===== src/rtl/cache_refill.sv =====
// cache_refill: line-refill engine for the 2-way cache bank.
// On a miss it issues one line-aligned burst read to memory. It then streams
// the returned beats into the victim way, one bank word per cycle, and pulses
// finish so the bank can mark the line valid.
//
// state    | meaning
// ---------+-------------------------------------------------------------
// S_IDLE   | waiting for a miss; the only state that samples i_miss_cache
// S_REQ    | burst request held on the memory port until i_mem_ready
// S_RECV   | writing each returned beat into the bank; stalls on gaps
// S_FINISH | last beat write visible alongside the finish pulse
module cache_refill #(
  parameter int ADDR_WIDTH = 64,
  parameter int DATA_WIDTH = 64,
  parameter int BANK_NUM   = 4
) (
  input  logic                  i_clk,
  input  logic                  i_rstn,
  input  logic                  i_miss_cache,
  input  logic [ADDR_WIDTH-1:0] i_addr_cache,
  input  logic                  i_set_cache,
  output logic                  o_busy_rd,
  output logic [ADDR_WIDTH-1:0] o_addr_rd,
  output logic [DATA_WIDTH-1:0] o_data_rd,
  output logic                  o_wen_rd,
  output logic                  o_set_rd,
  output logic                  o_finish_rd,
  output logic                  o_mem_ren,
  output logic [ADDR_WIDTH-1:0] o_mem_addr,
  input  logic                  i_mem_ready,
  input  logic                  i_mem_rvalid,
  input  logic [DATA_WIDTH-1:0] i_mem_rdata
);

  localparam int BYTE_NUM   = DATA_WIDTH / 8;
  localparam int LINE_BYTES = BANK_NUM * BYTE_NUM;
  localparam int CNT_W      = $clog2(BANK_NUM);
  localparam int BYTE_SH    = $clog2(BYTE_NUM);
  localparam logic [ADDR_WIDTH-1:0] LINE_MASK = ADDR_WIDTH'(LINE_BYTES - 1);
  localparam logic [CNT_W-1:0]      LAST_BEAT = CNT_W'(BANK_NUM - 1);

  typedef enum logic [1:0] {
    S_IDLE   = 2'd0,
    S_REQ    = 2'd1,
    S_RECV   = 2'd2,
    S_FINISH = 2'd3
  } state_t;

  state_t                  r_state;
  logic [CNT_W-1:0]        r_cnt;
  logic [ADDR_WIDTH-1:0]   r_base;
  logic [ADDR_WIDTH-1:0]   r_addr_rd;
  logic [DATA_WIDTH-1:0]   r_data_rd;
  logic                    r_wen_rd;
  logic                    r_set_rd;
  logic                    r_mem_ren;

  logic [ADDR_WIDTH-1:0]   w_line_base;
  logic [ADDR_WIDTH-1:0]   w_beat_addr;

  // Base is line aligned, so the beat offset never carries past the line.
  assign w_line_base = i_addr_cache & ~LINE_MASK;
  assign w_beat_addr = r_base + (ADDR_WIDTH'(r_cnt) << BYTE_SH);

  // Status flags decode straight from the state register.
  assign o_busy_rd   = (r_state != S_IDLE);
  assign o_finish_rd = (r_state == S_FINISH);
  assign o_addr_rd   = r_addr_rd;
  assign o_data_rd   = r_data_rd;
  assign o_wen_rd    = r_wen_rd;
  assign o_set_rd    = r_set_rd;
  assign o_mem_ren   = r_mem_ren;
  assign o_mem_addr  = r_base;

  // Refill sequencer: request, beat capture and finish handshake.
  always_ff @(posedge i_clk) begin
    if (!i_rstn) begin
      r_state   <= S_IDLE;
      r_cnt     <= '0;
      r_base    <= '0;
      r_addr_rd <= '0;
      r_data_rd <= '0;
      r_wen_rd  <= 1'b0;
      r_set_rd  <= 1'b0;
      r_mem_ren <= 1'b0;
    end else begin
      r_wen_rd <= 1'b0;
      case (r_state)
        S_IDLE: begin
          if (i_miss_cache) begin
            r_base    <= w_line_base;
            r_set_rd  <= i_set_cache;
            r_mem_ren <= 1'b1;
            r_state   <= S_REQ;
          end
        end
        S_REQ: begin
          if (i_mem_ready) begin
            r_mem_ren <= 1'b0;
            r_cnt     <= '0;
            r_state   <= S_RECV;
          end
        end
        S_RECV: begin
          if (i_mem_rvalid) begin
            r_data_rd <= i_mem_rdata;
            r_addr_rd <= w_beat_addr;
            r_wen_rd  <= 1'b1;
            r_cnt     <= r_cnt + CNT_W'(1);
            if (r_cnt == LAST_BEAT) begin
              r_state <= S_FINISH;
            end
          end
        end
        S_FINISH: begin
          r_state <= S_IDLE;
        end
        default: begin
          r_state <= S_IDLE;
        end
      endcase
    end
  end

endmodule


===== config.mk =====
export PLATFORM = sky130hd
export DESIGN_NAME = cache_refill
export DESIGN_NICKNAME = d
export VERILOG_FILES = /design/src/rtl/cache_refill.sv
export SDC_FILE = /design/constraint.sdc
export NUM_CORES = 1
export LEC_CHECK = 0
export ABC_AREA = 1
export CAP_MARGIN = 30
export CORE_MARGIN = 3
export CORE_UTILIZATION = 39
export CTS_CLUSTER_DIAMETER = 60
export DETAILED_ROUTE_END_ITERATION = 8
export GPL_TIMING_DRIVEN = 1
export PLACE_DENSITY = 0.75
export RECOVER_POWER = 25
export SYNTH_ARGS = -nofsm -noshare
export SYNTH_HDL_FRONTEND = slang
export SYNTH_SLANG_ARGS = --single-unit

===== constraint.sdc =====
create_clock -name i_clk -period 1.6 [get_ports i_clk]
set_input_delay 0.32 -clock i_clk [delete_from_list [all_inputs] [get_ports i_clk]]
set_output_delay 0.32 -clock i_clk [all_outputs]
set_load 0.05 [all_outputs]

==> metrics, run 1 <==
status=completed; Cell Pwr Density=1910 nW/um2; part of the cycle the worst path needs=95.4%; clock slew seen by the registers of the worst setup and hold paths=60 ps; PortBufs=317; GRT Util Overall=21.1%; multi-input logic area=2600 um2; endpoints failing setup=0; fmax=655 MHz; class of the worst hold path=in -> reg; mux contribution to synthesized area=0%; CTS Sinks=191; compound-gate portion of the synthesized area=13.9%; adder-cell share of the synthesized area=1.29%; grt peak-use layer=met2; Post-Syn Instances=871; vias in the first global route=5,895; met2 usage=36.2%; RR Startpoint=r_state[0]$_SDFFE_PN0P_; most frequent cells in the layout=nor2_1 (377), dfxtp_1 (189), o21ai_0 (131); commonest non-fill, non-tap cell in the layout=nor2_1; final net count=1,324; Syn Area/Cell=7.80 um2; met3 Use GR=4.93%; Root Buffer=clkbuf_16; cts bufs inserted=17; met1 usage=25.5%; Die Ht=138 um; final non-filler cell total=1,415; FP Rows=47; Routed Antenna Nets=0; Max clock buf depth=2; Max VDD drop=1.24 mV; largest net degree at the start of global routing=53; Inst Count DP=1,384; RSZ-0062 raised after global routing=no; Filler Cells Inserted=1,574; critical path arrival=1210 ps; RePlAce Congestion=0.811; worst setup path start=r_state[0]$_SDFFE_PN0P_; min-delay src=i_rstn; diode count=0; 1st-pass router iterations=4; via count=6,557; sequential cell area fraction in the yosys report=56.3%; FF+latch count, synth=191; chip width=138 um; 1st-iter DRT viols=278; CP startpoint kind=register; die area=19,000 um2; H-tree Lvls=4; worst-path fanout max=5; share of cells above drive strength 1=22.2%; Final Slew Violations=0; area grow syn2layout=52.7%; synthesized area=6790 um2; hpwl dp=15,500 um; Synth Area in Simple Gates=22.4%; LEAKAGE=4.54 nW; combinational family with the most area after synthesis=simple AND/OR/NAND/NOR gates; DRC=0; Initial Utilization=40.4%; XOR/XNOR Fraction of Synth Area=0%; post-DR wirelength/cell=15.0 um; Skew-Pair Late Insertion Delay=420 ps; largest area contributor in the netlist=dfxtp_1; ranking of synthesized cells by area=dfxtp_1 (56%), nor2_1 (21%), o21ai_0 (9.7%); initial antenna violation count=1; CTS tree=built; Netlist cell types=18; register area=3830 um2; Final Util=61.7%; Setup crit end kind=primary output; first-pass GRT wire length=31,200 um; core area=16,800 um2; Ports=331; WL final=21,200 um; Final Skew=11.6 ps; GR Overflow Total=0; endpoints failing hold=0; crit path time final=1530 ps; vias per inst=4.63; YS warnings=0; critical setup path kind=reg -> out; critical path required time=1280 ps; max-cap violations=0; top cell type's share of synthesized area=56.3%
## metal layers
metal | vias to the layer above | wire [um]
met4 | 2 | 530
li1 | 3391 | -
met5 | - | 14
met2 | 196 | 10400
met3 | 36 | 1300
met1 | 2932 | 9020
## what timing repair did
item / in CTS / in global routing
resized for setup: 6 / 3
hold buffers: 0 / 0
pin swaps: 0 / 0
setup endpoints to repair: 1 / 1
setup buffers: 0 / 0
## worst max-delay path, stage by stage, from the launching register on
cell and delay (ps):
dfxtp_2 370, inv_4 60, ha_4 170, inv_2 60
buf_12 130
## layout make-up
type | count | area share [%]
Sequential cell | 191 | 36.9
Inverter | 15 | 0.591
Clock buffer | 18 | 4.23
Timing Repair Buffer | 353 | 29.3
Clock inverter | 13 | 1.30
Multi-Input combinational cell | 605 | 25.1
Tap cell | 220 | 2.65
## sequential cells by signal (all words and copies together), names as in the netlist
name,flops
o_data_rd,64
o_addr_rd,61
o_mem_addr,59
r_cnt,2
r_state,2
o_mem_ren,1
o_set_rd,1
o_wen_rd,1
## through the flow
| step | setup slack [ps] | TNS, ps | power [mW] | instance area (um2) | hold WS (ps) |
|---|---|---|---|---|---|
| floorplan | 275 | 0 | 12.7 | 6820 | 461 |
| global placement | -23.6 | -44.9 | 15.9 | 10000 | 464 |
| detailed placement | -44.3 | -1120 | 16.0 | 10000 | 471 |
| CTS | 34.3 | 0 | 20.3 | 10600 | 300 |
| global route | 4.75 | 0 | 20.8 | 10400 | 344 |
| finish | 74.2 | 0 | 19.8 | 10400 | 338 |
## where the power goes
| part | switching [mW] | internal, mW |
|---|---|---|
| clock network | 1.85 | 2.34 |
| registers | 0.722 | 5.89 |
| logic | 6.27 | 2.75 |
| total | 8.84 | 11.0 |
## worst paths after layout
path                                       to  slack, ps  depth (start not counted)
setup / recovery                    o_busy_rd         70                          4
hold / removal          r_cnt[0]$_SDFFE_PN0P_        340                          3
setup reg to reg  o_mem_addr[57]$_SDFFE_PN0P_        140                          7
hold reg to reg    o_addr_rd[34]$_SDFFE_PN0P_        480                          2
## kinds of logic (layout without fill, tap and decap cells)
group	count (synthesis)	in the layout
buf+inv	82	399
simple gates	401	401
fa+ha+maj	7	7
flops	191	191
compound gates	189	189
other cells	1	8
## synthesized netlist by cell type
master    instances
nor2_1          377
buf_4             9
buf_2            21
nand4_1           2
conb_1            1
a21oi_1           3
dfxtp_1         191
o21ai_1          55
clkbuf_1         32
ha_1              7
nand2_4           1
inv_4             1
inv_1            13
nand2_1          17
buf_6             5
o21ai_0         131
nand3_1           4
inv_2             1
No activity file was read; power rests on OpenSTA's default activity.
==> run 2: changes to the inputs <==
ABC_AREA = unset   (was 1)
==> run 2 against run 1 <==
  * Critical path depth is the same
  * Register-to-register slack lost 30 ps
  * Non-clock buffer count shrank 9
  * Via count grew 1.2%
  * Sequential cell count is the same
  * Core utilization shrank 0.62 points
  * Global-route usage shrank 0.43 points
  * Critical path type unchanged
  * Wire length shrank 2.1%
==> metrics, run 2 <==
Die Ht=138 um; max-cap violations=0; chip width=138 um; CTS tree=built; GR Overflow Total=0; RR Startpoint=r_state[1]$_SDFFE_PN0P_; status=completed; initial antenna violation count=1; hpwl dp=14,600 um; sequential cell area fraction in the yosys report=56.0%; most frequent cells in the layout=nand2_1 (377), dfxtp_1 (189), a21oi_1 (185); YS warnings=0; final net count=1,303; final non-filler cell total=1,395; Post-Syn Instances=862; CP startpoint kind=register; share of cells above drive strength 1=22.2%; fin worst setup slack=67.1 ps; CTS Sinks=191; Routed Antenna Nets=0; H-tree Lvls=4; Max VDD drop=1.08 mV; Inst Count DP=1,360; FP Rows=47; Skew-Pair Late Insertion Delay=410 ps; critical setup path kind=reg -> out; DRC=0; largest net degree at the start of global routing=58; RSZ-0062 raised after global routing=no; Syn Area/Cell=7.92 um2; # hold bufs at CTS=0; Synth async-reset ratio=0%; GRT Util Overall=20.6%; top cell type's share of synthesized area=56.0%; Largest register FFs=64; critical path required time=1280 ps; vias per inst=4.76; Final Skew=8.16 ps; WP buf/inv=3; Final Slew Violations=0; RePlAce Congestion=0.860; Ports=331; 1st-iter DRT viols=336; Root Buffer=clkbuf_16; Initial Utilization=40.5%; ranking of synthesized cells by area=dfxtp_1 (56%), nand2_1 (21%), a21oi_1 (14%); synth cell count leaders=nand2_1 (378), dfxtp_1 (191), a21oi_1 (185), buf_2 (27), clkbuf_1 (19); area grow syn2layout=50.9%; Top Family by Delay on Critical Path=flip-flops; first-pass GRT wire length=32,700 um; CP cell instances=inv_4 > ha_4 > inv_2 > buf_12; crit path capture=o_busy_rd; top-count cell post-synth=nand2_1; core area=16,900 um2; Main synth FF type=dfxtp_1; cell depth of the worst setup path=4; die area=19,100 um2; post-DR wirelength/cell=14.9 um; vias in the first global route=6,132; crit path time final=1530 ps; DP Worst Slack=-111 ps; Setup crit end kind=primary output; hold slack=448 ps; endpoints failing hold=0; fmax=652 MHz; worst-path fanout max=5; Max clock buf depth=2; critical path arrival=1210 ps; part of the cycle the worst path needs=95.8%; Cell Pwr Density=1510 nW/um2; Netlist cell types=29; worst reg-to-reg setup slack=110 ps; cts bufs inserted=17; FF+latch count, synth=191; PortBufs=317; commonest non-fill, non-tap cell in the layout=nand2_1; LEAKAGE=4.16 nW; largest area contributor in the netlist=dfxtp_1; Worst R2R Path Depth=7; endpoints failing setup=0; WL final=20,800 um; class of the worst hold path=in -> reg; CP peak stage delay=380 ps; highest-delay cell along the critical path=dfxtp_4; synthesized area=6830 um2; critical register-to-register path endpoint=o_addr_rd[21]$_SDFFE_PN0P_; clock slew seen by the registers of the worst setup and hold paths=70 ps; via count=6,634; 1st-pass router iterations=5; worst setup path start=r_state[0]$_SDFFE_PN0P_; number of flops mapped to enable cells by yosys=0
[run 2: cell count changes in the layout (fill, tap and decap cells not counted), sizes merged, moves of 2 or more]
cell and delta:
nor2 -374, nand2 +361, o21ai -183, a21oi +182, buf -14, inv -10
clkbuf +5, nand2b +3, nand3 -3, and2 +2, clkinv -2, mux2i +2
nor2b +2
[run 2: worst min-delay path by stage]
stage	from	end	slack (ps)	depth (start not counted)
floorplan	i_mem_rdata[36]	o_data_rd[36]$_SDFFE_PN0P_	460	2
global placement	o_addr_rd[40]$_SDFFE_PN0P_	o_addr_rd[40]$_SDFFE_PN0P_	440	2
detailed placement	o_data_rd[25]$_SDFFE_PN0P_	o_data_rd[25]$_SDFFE_PN0P_	450	2
CTS	i_mem_rdata[55]	o_data_rd[55]$_SDFFE_PN0P_	430	3
global route	i_mem_rdata[18]	o_data_rd[18]$_SDFFE_PN0P_	430	3
finish	i_addr_cache[32]	o_mem_addr[32]$_SDFFE_PN0P_	450	3
[run 2: tightest hold or removal path, stage by stage]
cell             delay (ps)
clkdlybuf4s50_1         390
nand2_1                  50
a21oi_1                  50
[run 2: cells by family (layout without fill, tap and decap cells)]
kind of cell / count (synthesis) / after routing / synth area share [%]
buffers and inverters: 75 / 380 / 5.90
multiplexers: 2 / 2 / 0.293
other: 1 / 9 / 0.0549
AO/OA/AOI/OAI: 194 / 194 / 14.5
flip-flops: 191 / 191 / 56.0
AND/OR/NAND/NOR: 392 / 392 / 21.9
adder cells (fa/ha/maj): 7 / 7 / 1.28
[run 2: where the power goes]
part           switching (mW)  internal [mW]
combinational            3.72           1.82
clock                    1.84           2.55
sequential              0.363           5.31
[run 2: stage by stage]
stage	setup TNS (ps)	util [%]	instance area (um2)	total power, mW
after floorplan	0	-	6860	9.27
after CTS	0	62.4	10500	15.8
final	0	61.1	10300	15.6
after global placement	-1090	58.7	9910	11.3
after detailed placement	-3320	58.7	9910	11.3
after global routing	0	61.1	10300	16.3
[run 2: cell type report]
cell class,count,area (um2)
Tap cell,220,275
Clock inverter,12,155
Antenna cell,1,2.50
Inverter,5,26.3
Timing Repair Buffer,344,2910
Sequential cell,191,3830
Clock buffer,19,453
Fill cell,1582,6570
Multi-Input combinational cell,603,2660
[run 2: metal layers]
metal	GRT usage, %	vias up	share of wire (%)
met5	0	-	0
met4	6.92	0	2.2
met3	6.46	24	6.7
met2	35.5	224	50
met1	24.5	3044	41
li1	-	3342	-
[run 2: timing repair]
action,CTS,global route
endpoints found under the setup margin,2,2
resized for setup,6,4
buffers inserted,1,2
==> RTL edit 1: new RTL, flow settings as in run 1 <==
`BANK_NUM`: 4 -> 8.
--- a/src/rtl/cache_refill.sv
+++ b/src/rtl/cache_refill.sv
@@ -14,3 +14,3 @@
   parameter int DATA_WIDTH = 64,
-  parameter int BANK_NUM   = 4
+  parameter int BANK_NUM   = 8
 ) (
Check against the original RTL: not equivalent (Yosys sat finds a counterexample within 4 cycles, from zero or initial values and one cycle with i_rstn low).
==> RTL edit 1 against run 1 <==
Sequential cell count is the same. Largest cell class unchanged. Critical endpoint unchanged. First-iteration DRC count up 12%. Synthesized area is 0.33% lower. Worst setup slack got worse by 4.5 ps. Power decreased by 0.56%. Design area fell by 1.7%. Highest routed layer is now met4. Clock skew rose by 2.2 ps. Largest power group unchanged. Non-clock buffer count fell by 17. Routed wire length decreased by 4.7%.
==> RTL edit 1: results (changes against run 1) <==
outcome: "complete, no violations"  # unchanged
drt-total-wl_mm: 20.2  # was 21.2 mm
yosysUniqueCellTypes: 21  # was 18
synth_fa_ha_area_share_pct: 1.11  # was 1.29%
globalplace.congestion: 0.747  # was 0.811
fill_cells: 1546  # was 1,574
place.detailed.instances: 1360  # was 1,384
intPower_mw: 11.2  # was 11.0 mW
skew_ps: 13.8  # was 11.6 ps
grt_start_max_net_pins: 78  # was 53
synth.cells.most_frequent: "373 x sky130_fd_sc_hd__nor2_1, 191 x sky130_fd_sc_hd__dfxtp_1, 180 x sky130_fd_sc_hd__o21ai_0"  # was 377 x sky130_fd_sc_hd__nor2_1, 191 x sky130_fd_sc_hd__dfxtp_1, 131 x sky130_fd_sc_hd__o21ai_0
dp_hpwl_mm: 13.9  # was 15.5 mm
crit_path_start: "r_state[1]$_SDFFE_PN0P_"  # was r_state[0]$_SDFFE_PN0P_
synth_xor_xnor_area_share_pct: 0  # unchanged
number_of_global_route_vias_before_repair: 5882  # was 5,895
power.leakage_nw: 4.45  # was 4.54 nW
drt_iter0_markers: 310  # was 278
drive_above_1_share_pct: 21.3  # was 22.2%
worst_r2r_dst: "o_addr_rd[42]$_SDFFE_PN0P_"  # was o_mem_addr[57]$_SDFFE_PN0P_
dpl_worst_slack_ps: -24.1  # was -44.3 ps
antenna_violations_before_repair: 0  # was 1
synth-compound-area-share_pct: 14.0  # was 13.9%
drt_pass1_iterations: 5  # was 4
mapped_cells: 864  # was 871
detail_route.wl_per_cell_microns: 14.5  # was 15.0 microns
crit_path_max_fanout: 3  # was 5
final.period_utilization_pct: 95.6  # was 95.4%
grt_first_pass_wirelength_mm: 30.4  # was 31.2 mm
synth.area.top_cells: "sky130_fd_sc_hd__dfxtp_1 56%, sky130_fd_sc_hd__nor2_1 21%, sky130_fd_sc_hd__o21ai_0 13%, sky130_fd_sc_hd__clkbuf_1 1.9%, sky130_fd_sc_hd__buf_6 1.2%"  # was sky130_fd_sc_hd__dfxtp_1 56%, sky130_fd_sc_hd__nor2_1 21%, sky130_fd_sc_hd__o21ai_0 9.7%, sky130_fd_sc_hd__o21ai_1 4.1%, sky130_fd_sc_hd__clkbuf_1 1.8%
final_net_count: 1299  # was 1,324
## RTL edit 1: power by group through the flow
stage / sequential (mW) / clock, mW / combinational [mW]
final: 6.53 / 4.70 / 8.49
after global routing: 6.68 / 5.00 / 9.05
after CTS: 6.55 / 4.79 / 8.85
after detailed placement: 6.64 / 0 / 8.80
after global placement: 6.59 / 0 / 8.73
after floorplan: 10.2 / 0 / 2.22
## RTL edit 1: critical path, delay by kind of cell (launching register included)
| family | cells | cell delay (ps) |
|---|---|---|
| buf+inv | 3 | 260 |
| fa+ha+maj | 1 | 160 |
| flops | 1 | 350 |
## RTL edit 1: routing by layer
layer | share of wire, % | track usage [%] | wire (microns) | vias up
met5 | 0 | 0 | 0 | -
met2 | 50 | 35.2 | 10100 | 185
li1 | - | - | - | 3325
met4 | 2.1 | 6.15 | 420 | 0
met3 | 7.7 | 7.12 | 1550 | 25
met1 | 40 | 23.3 | 8140 | 2915
## RTL edit 1: layout make-up
class	count	share of cell area, %
sequential	191	37.5
tap	220	2.70
timing repair buffer	336	27.6
multi-input combinational	602	25.4
clock inverter	12	2.01
inverter	11	0.417
clock buffer	20	4.38
## RTL edit 1: per-stage QoR
| stage | util, % | area, sq um | TNS (ps) |
|---|---|---|---|
| after floorplan | - | 6800 | 0 |
| final | 60.8 | 10200 | 0 |
| after CTS | 62.2 | 10400 | 0 |
| after global routing | 60.8 | 10200 | 0 |
| after detailed placement | 58.3 | 9760 | -122 |
| after global placement | 58.3 | 9760 | 0 |
## RTL edit 1: cells by family after synthesis
family,Yosys count
flip-flops,191
buffers and inverters,79
AND/OR/NAND/NOR,397
other,1
AO/OA/AOI/OAI,190
adder cells (fa/ha/maj),6
## RTL edit 1: worst min-delay path by stage
stage / startpoint / endpoint / slack (ps) / cells after the start
6_report: i_rstn / o_mem_addr[44]$_SDFFE_PN0P_ / 250 / 3
4_1_cts: i_rstn / o_mem_addr[44]$_SDFFE_PN0P_ / 230 / 3
3_3_place_gp: o_mem_ren$_SDFFE_PN0P_ / o_mem_ren$_SDFFE_PN0P_ / 460 / 2
3_5_place_dp: o_mem_ren$_SDFFE_PN0P_ / o_mem_ren$_SDFFE_PN0P_ / 460 / 2
2_1_floorplan: i_mem_rvalid / o_addr_rd[3]$_SDFFE_PN0P_ / 410 / 1
5_1_grt: i_rstn / o_mem_addr[44]$_SDFFE_PN0P_ / 240 / 3
## RTL edit 1: timing repair
action,CTS,global route
hold buffers,0,0
pin swaps,0,0
endpoints found under the setup margin,1,14
resized for setup,5,3
==> RTL edit 2: new RTL, config.mk and constraints of run 1 <==
Made on the original files. Make the reset (`i_rstn`) asynchronous in one clocked block.
--- a/src/rtl/cache_refill.sv
+++ b/src/rtl/cache_refill.sv
@@ -75,3 +75,3 @@
   // Refill sequencer: request, beat capture and finish handshake.
-  always_ff @(posedge i_clk) begin
+  always_ff @(posedge i_clk or negedge i_rstn) begin
     if (!i_rstn) begin
Formal check against the unedited RTL: differs if i_rstn is asserted again (counterexample within 4 cycles, from zero or initial values and one cycle with i_rstn low); with i_rstn held inactive, the same outputs for 4 cycles.
==> RTL edit 2 against run 1 <==
The flow now finishes with violations (negative setup slack). Via count down 5.0%. Design area up 8.2%. Count of clock-buffer cells in the layout up 1. Sequential power up 24%. Sequential cell count unchanged. Fmax down 4.8%. Non-clock buffer count down 4. Routed wire length up 0.70%. Clock power up 7.2%. Synthesized area up 9.1%. Power up 47%. Final cell count down 4.2%. Combinational power up 81%. Worst setup slack worse by 77 ps. Largest cell class unchanged. Largest power group unchanged. Highest routed layer unchanged.
==> RTL edit 2: results (changes against run 1) <==
mapped_cells: 787  # was 871
fin_cells: 1356  # was 1,415
yosysUniqueCellTypes: 16  # was 18
viasPerCell: 4.59  # was 4.63
holdCritPathClass: "in -> async"  # was in -> reg
finalSetupTns_ps: -2.80  # was 0 ps
worst_r2r_dst: "o_addr_rd[14]$_DFFE_PN0P_"  # was o_mem_addr[57]$_SDFFE_PN0P_
power.leakage_nw: 5.78  # was 4.54 nW
skew_ps: 13.0  # was 11.6 ps
holdWs_ps: 404  # was 338 ps
synth_seq_area_share_pct: 64.5  # was 56.3%
detailroute.wirelength.met2_mm: 11.2  # was 10.4 mm
detail_route.wl_per_cell_microns: 15.8  # was 15.0 microns
synth_flop_cell: "sky130_fd_sc_hd__dfrtp_1"  # was sky130_fd_sc_hd__dfxtp_1
synth-compound-area-share_pct: 7.83  # was 13.9%
place.detailed.instances: 1318  # was 1,384
grt_util_all_layers_pct: 20.3  # was 21.1%
finalSetupViolCount: 1  # was 0
slowest_delay_ps: 430  # was 370 ps
globalplace.congestion: 0.801  # was 0.811
met3WireLength_microns: 993  # was 1.30 mm
outcome: "finished, violations left"  # was complete, no violations
number_of_global_route_vias_before_repair: 6098  # was 5,895
fin_ws_ps: -2.80  # was 74.2 ps
worst_ir_drop_vdd_mv: 1.50  # was 1.24 mV
synth_fa_ha_area_share_pct: 1.18  # was 1.29%
r2r_cells: 6  # was 7
crit_arrival_ps: 1280  # was 1210 ps
globalRouteMet3Util_pct: 4.73  # was 4.93%
multi_input_area_sq_um: 2080  # was 2600 sq um
slowest_library_cell_on_the_worst_path: "sky130_fd_sc_hd__dfrtp_2"  # was sky130_fd_sc_hd__dfxtp_2
drt_iter0_markers: 308  # was 278
violations: "negative setup slack"
met1_routed_length_mm: 8.57  # was 9.02 mm
async_flop_share_pct: 100  # was 0%
gr-usage-met1_pct: 24.9  # was 25.5%
dpl_worst_slack_ps: 6.62  # was -44.3 ps
groute.layer.met2.usage_pct: 34.9  # was 36.2%
grt_start_max_net_pins: 70  # was 53
synth.cells.most_frequent: "342 x sky130_fd_sc_hd__nand2_1, 191 x sky130_fd_sc_hd__dfrtp_1, 70 x sky130_fd_sc_hd__inv_1"  # was 377 x sky130_fd_sc_hd__nor2_1, 191 x sky130_fd_sc_hd__dfxtp_1, 131 x sky130_fd_sc_hd__o21ai_0
RTL edit 2: cell count changes in the layout (fill, tap and decap cells not counted), sizes merged, moves of 3 or more:
cell | before | now
nor2 | 377 | 1
nand2 | 18 | 344
dfrtp | 0 | 191
dfxtp | 191 | 0
clkbuf | 106 | 26
buf | 138 | 214
o21ai | 186 | 116
inv | 19 | 77
a21oi | 3 | 0
clkinv | 5 | 2
RTL edit 2: timing repair:
item                       4_1_cts  5_1_grt
setup buffers                    5        0
setup endpoints to repair        2       23
gates resized for setup          9        3
pin swaps                        1        1
hold buffers                     1        0
hold endpoints to repair        34        0
RTL edit 2: where the power goes:
| part | internal, mW | switching [mW] |
|---|---|---|
| sequential | 7.01 | 1.21 |
| combinational | 4.85 | 11.5 |
| clock | 2.58 | 1.92 |
| total | 14.4 | 14.6 |
RTL edit 2: worst max-delay path by stage:
stage          depth (start not counted)                    from                         to
6_report                               3  r_state[1]$_DFFE_PN0P_                o_finish_rd
5_1_grt                                3  r_state[1]$_DFFE_PN0P_                o_finish_rd
4_1_cts                                3  r_state[1]$_DFFE_PN0P_                o_finish_rd
3_5_place_dp                           6            i_mem_rvalid  o_addr_rd[53]$_DFFE_PN0P_
3_3_place_gp                           6            i_mem_rvalid   o_addr_rd[6]$_DFFE_PN0P_
2_1_floorplan                          3  r_state[0]$_DFFE_PN0P_                  o_busy_rd
RTL edit 2: layout make-up:
| class | instances | area share (%) |
|---|---|---|
| clock buffers | 19 | 4.03 |
| inverters | 72 | 2.45 |
| repair buffers | 349 | 28.3 |
| flip-flops and latches | 191 | 42.6 |
| clock inverters | 13 | 1.54 |
| multi-input cells | 483 | 18.5 |
| well taps | 229 | 2.55 |
